### src/rtl/key_cmd_scheduler.sv
// Frame-synchronous key command scheduler: buffers one-hot key events and issues one per frame tick.
// Optional build macro KEY_SCHED_DEDUP_EN drops repeats of the newest still-queued event.
module key_cmd_scheduler #(
  parameter int FIFO_DEPTH  = 4,
  parameter int HOLD_FRAMES = 1
) (
  input  logic                          clk,
  input  logic                          rst_n,
  input  logic                          vs,
  input  logic                          evt_valid,
  input  logic [3:0]                    evt_code,
  output logic                          evt_ready,
  output logic [3:0]                    key,
  output logic                          key_strobe,
  output logic                          overflow,
  output logic [$clog2(FIFO_DEPTH):0]   fifo_level
);

  localparam int AW = $clog2(FIFO_DEPTH);
  localparam int CW = (HOLD_FRAMES > 1) ? $clog2(HOLD_FRAMES) : 1;
  localparam logic [CW-1:0] CNT_RELOAD = CW'(HOLD_FRAMES - 1);

  typedef enum logic {S_IDLE, S_HOLD} state_t;

  state_t          r_state;
  logic            r_vs_q;
  logic [CW-1:0]   r_cnt;
  logic [3:0]      r_key;
  logic            r_key_strobe;
  logic            r_overflow;
  logic [AW:0]     r_wr_ptr;
  logic [AW:0]     r_rd_ptr;
  logic [AW:0]     r_level;
  logic [3:0]      r_mem [FIFO_DEPTH];

  logic            w_tick;
  logic            w_full;
  logic            w_onehot;
  logic            w_dup;
  logic            w_pop;
  logic            w_push;
  logic            w_drop_full;
  logic [3:0]      w_head;

  assign w_tick   = vs & ~r_vs_q;
  assign w_full   = (r_wr_ptr[AW] != r_rd_ptr[AW]) && (r_wr_ptr[AW-1:0] == r_rd_ptr[AW-1:0]);
  assign w_onehot = (evt_code != 4'd0) && ((evt_code & (evt_code - 4'd1)) == 4'd0);
  assign w_head   = r_mem[r_rd_ptr[AW-1:0]];

  // A pop only happens when the FSM is ready to load a new command on this tick
  assign w_pop = w_tick && (r_level != '0) && ((r_state == S_IDLE) || (r_cnt == '0));

`ifdef KEY_SCHED_DEDUP_EN
  logic [3:0] r_last;

  // The newest entry counts as queued unless it is the sole entry leaving this cycle
  assign w_dup = (r_level != '0) && !(w_pop && (r_level == (AW+1)'(1))) && (evt_code == r_last);

  always_ff @(posedge clk or negedge rst_n) begin
    if (!rst_n) begin
      r_last <= 4'd0;
    end else if (w_push) begin
      r_last <= evt_code;
    end
  end
`else
  assign w_dup = 1'b0;
`endif

  // A pop on the same edge frees a slot, so a full FIFO still accepts the push
  assign w_push      = evt_valid && w_onehot && !w_dup && (!w_full || w_pop);
  assign w_drop_full = evt_valid && w_onehot && !w_dup && w_full && !w_pop;

  always_ff @(posedge clk) begin
    if (w_push) begin
      r_mem[r_wr_ptr[AW-1:0]] <= evt_code;
    end
  end

  always_ff @(posedge clk or negedge rst_n) begin
    if (!rst_n) begin
      r_vs_q     <= 1'b0;
      r_wr_ptr   <= '0;
      r_rd_ptr   <= '0;
      r_level    <= '0;
      r_overflow <= 1'b0;
    end else begin
      r_vs_q <= vs;
      if (w_push) begin
        r_wr_ptr <= r_wr_ptr + (AW+1)'(1);
      end
      if (w_pop) begin
        r_rd_ptr <= r_rd_ptr + (AW+1)'(1);
      end
      if (w_push && !w_pop) begin
        r_level <= r_level + (AW+1)'(1);
      end else if (w_pop && !w_push) begin
        r_level <= r_level - (AW+1)'(1);
      end
      if (w_drop_full) begin
        r_overflow <= 1'b1;
      end
    end
  end

  always_ff @(posedge clk or negedge rst_n) begin
    if (!rst_n) begin
      r_state      <= S_IDLE;
      r_cnt        <= '0;
      r_key        <= 4'd0;
      r_key_strobe <= 1'b0;
    end else begin
      r_key_strobe <= 1'b0;
      if (w_tick) begin
        case (r_state)
          S_IDLE: begin
            if (w_pop) begin
              r_key        <= w_head;
              r_key_strobe <= 1'b1;
              r_cnt        <= CNT_RELOAD;
              r_state      <= S_HOLD;
            end
          end
          S_HOLD: begin
            if (r_cnt != '0) begin
              r_cnt <= r_cnt - CW'(1);
            end else if (w_pop) begin
              r_key        <= w_head;
              r_key_strobe <= 1'b1;
              r_cnt        <= CNT_RELOAD;
            end else begin
              r_key   <= 4'd0;
              r_state <= S_IDLE;
            end
          end
          default: r_state <= S_IDLE;
        endcase
      end
    end
  end

  assign evt_ready  = ~w_full;
  assign key        = r_key;
  assign key_strobe = r_key_strobe;
  assign overflow   = r_overflow;
  assign fifo_level = r_level;

endmodule

### config.mk
export PLATFORM = sky130hd
export DESIGN_NAME = key_cmd_scheduler
export DESIGN_NICKNAME = d
export VERILOG_FILES = /design/src/rtl/key_cmd_scheduler.sv
export SDC_FILE = /design/constraint.sdc
export NUM_CORES = 1
export LEC_CHECK = 0
export CAP_MARGIN = 5
export CORE_UTILIZATION = 55
export CTS_CLUSTER_SIZE = 10
export DETAILED_ROUTE_END_ITERATION = 7
export HOLD_SLACK_MARGIN = 0.08
export PLACE_DENSITY = 0.81
export SLEW_MARGIN = 0
export SYNTH_ARGS = -nofsm -noshare
export SYNTH_HDL_FRONTEND = slang
export SYNTH_SLANG_ARGS = --single-unit
### constraint.sdc
create_clock -name clk -period 7.5 [get_ports clk]
set_clock_uncertainty 0.2 [all_clocks]
set_input_delay 0.75 -clock clk [delete_from_list [all_inputs] [get_ports clk]]
set_output_delay 0.75 -clock clk [all_outputs]
set_load 0.1 [all_outputs]
==> metrics <==
number of max-cap violations=0; post-synthesis sequential area ratio=62.0%; Tmin final=3.45 ns; Syn Area/Cell=16.2 um^2; DR vias=784; Fillers=171; Avg WL per Cell=16.1 um; relative slew slack=35.3%; post-CTS setup repair buffer count=0; Setup violations, final=0; crit-path max FO=7; routed wl met2=1.14 mm; Hold Crit Class=flop to flop; GRT overflow=0; PostCTS Resize Cnt=0; clock sinks=33; Yosys warning count=0; Buffers on Ports=17; register area=906 um^2; max incr delay on CP=1.12 ns; initial antenna violation count=0; vias in the first global route=760; commonest cells after routing, fill and taps aside=dfrtp_1 (17), clkdlybuf4s50_1 (17), edfxtp_1 (16); Routability Congestion=0.747; total CTS buffers=5; chip width=53.5 um; synthesized cell area=0.00146 mm^2; largest net degree at the start of global routing=18; Critical Path RT=6.55 ns; initial core utilization=58.4%; area delta synth->final=17.7%; H-Tree Depth=2; DR top layer=met4; period utilisation layout=46.0%; # DRC=0; share of the synthesized area in the top cell type=32.9%; fmax=290 MHz; Synth area leader=edfxtp_1; Post-synth top flop=dfrtp_1; full die area=0.00286 mm^2; Final Util=68.7%; Clock Tree Root=clkbuf_4; Slew @ Worst Pin=0.967 ns; crit end category=primary output; clk_lat worst skew=0.32 ns; drt via density=5.48; Synth Register Bits=33; WP data arrival=2.50 ns; crit path cell chain=xor2_1 > or3_1 > clkdlybuf4s50_1; die extent in y=53.5 um; Ports=18; Post-DRT Antenna Nets=0; WHS=0.275 ns; cts hold-fix bufs=0; cells after synthesis=90; RSZ-0062 raised after global routing=false; Detailed Place HPWL=1.74 mm; Non-Filler Instances=143; Rows=18; max-slew violations=0; CORE AREA=0.00250 mm^2; total negative slack=0 ns; 1st-iter DRT viols=10; syn nets=105; Inst Count DP=135; Netlist cell types=29; top area cells in the synthesized netlist=edfxtp_1 (33%), dfrtp_1 (29%), mux4_2 (6.2%); status=complete, no violations; TritonCTS clock tree=done; first-pass GRT wire length=3.80 mm; layout cells sized above 1=15.9%; Routed Wire Length=2.30 mm; DR pass1 iterations=3; EDFF count, synth=16; Max clock buf depth=2; routed wl met3=89 um; multi-input logic area=527 um^2; Critical Path Start Type=flop; diode count=0; # nets final=127; critical path's slowest cell=clkdlybuf4s50_1; clock slew at reported path FFs=0.09 ns; Async SR Flop Fraction=51.5%; gr usage total=20.5%; Metal-1 WL=1.06 mm; critical path type=flop to primary output; Final Hold Fails=0
==> worst max-delay path: cells and delay by family, from the launching register on <==
family | cells | cell delay [ns]
buffers and inverters | 1 | 1.12
XOR/XNOR | 1 | 0.29
AND/OR/NAND/NOR | 1 | 0.16
flip-flops | 1 | 0.60
==> stage by stage <==
stage,cell area [um^2],setup WS [ns]
3_3_place_gp,1660,4.08
6_report,1720,4.05
4_1_cts,1720,4.00
2_1_floorplan,1460,4.45
3_5_place_dp,1660,3.91
5_1_grt,1720,3.93
==> layout make-up <==
type                       instances  area share, %
sequential                        33           52.7
multi-input combinational         50           30.7
timing repair buffer              17           9.91
clock buffer                       8           3.42
tap                               30           2.18
inverter                           5           1.09
==> Yosys cell counts (2+ instances only) <==
| cell | instances |
|---|---|
| a22o_1 | 4 |
| and2_1 | 3 |
| dfrtp_1 | 17 |
| edfxtp_1 | 16 |
| ha_1 | 6 |
| inv_1 | 5 |
| mux4_2 | 4 |
| nand2_1 | 2 |
| nor2_1 | 2 |
| nor4b_1 | 2 |
| o21ai_0 | 2 |
| xnor2_1 | 4 |
| xor2_1 | 7 |
==> logic make-up (layout without fill, tap and decap cells) <==
logic type                 Yosys count  count (layout)  synth area share [%]
buffers and inverters                7              30                  1.88
adders and majority gates            7               7                  6.51
muxes                                7               7                  8.74
xor gates and xnor gates            11              11                  6.60
DFF                                 33              33                  62.0
AOI/OAI and AO/OA                    8               8                  5.83
and+or+nand+nor                     17              17                  8.40
==> state kept, by name, summed over array words and instances (netlist names) <==
signal and cells:
fifo_level 3, key 4, key_strobe 1, overflow 1, r_mem 16, r_rd_ptr 3
r_state 1, r_vs_q 1, r_wr_ptr 3
==> metal layers <==
metal | track usage (%) | vias up
li1 | - | 374
met1 | 27.3 | 394
met2 | 30.2 | 14
met3 | 8.62 | 2
met4 | 6.58 | 0
met5 | 0 | -
==> worst paths after layout <==
path,startpoint,end,slack (ns),cells past startpoint
setup / recovery,r_rd_ptr[0],evt_ready,4.05,3
hold / removal,overflow,overflow,0.28,1
setup reg to reg,fifo_level[0],fifo_level[1],4.79,7
hold reg to reg,overflow,overflow,0.28,1
max in group asynchronous,rst_n,r_wr_ptr[1],5.98,1
min in group asynchronous,rst_n,key[3],0.65,1
Power is left out: the tool's default activity adds up to more than one toggle a clock period on the data nets, which glitch-free logic cannot reach.
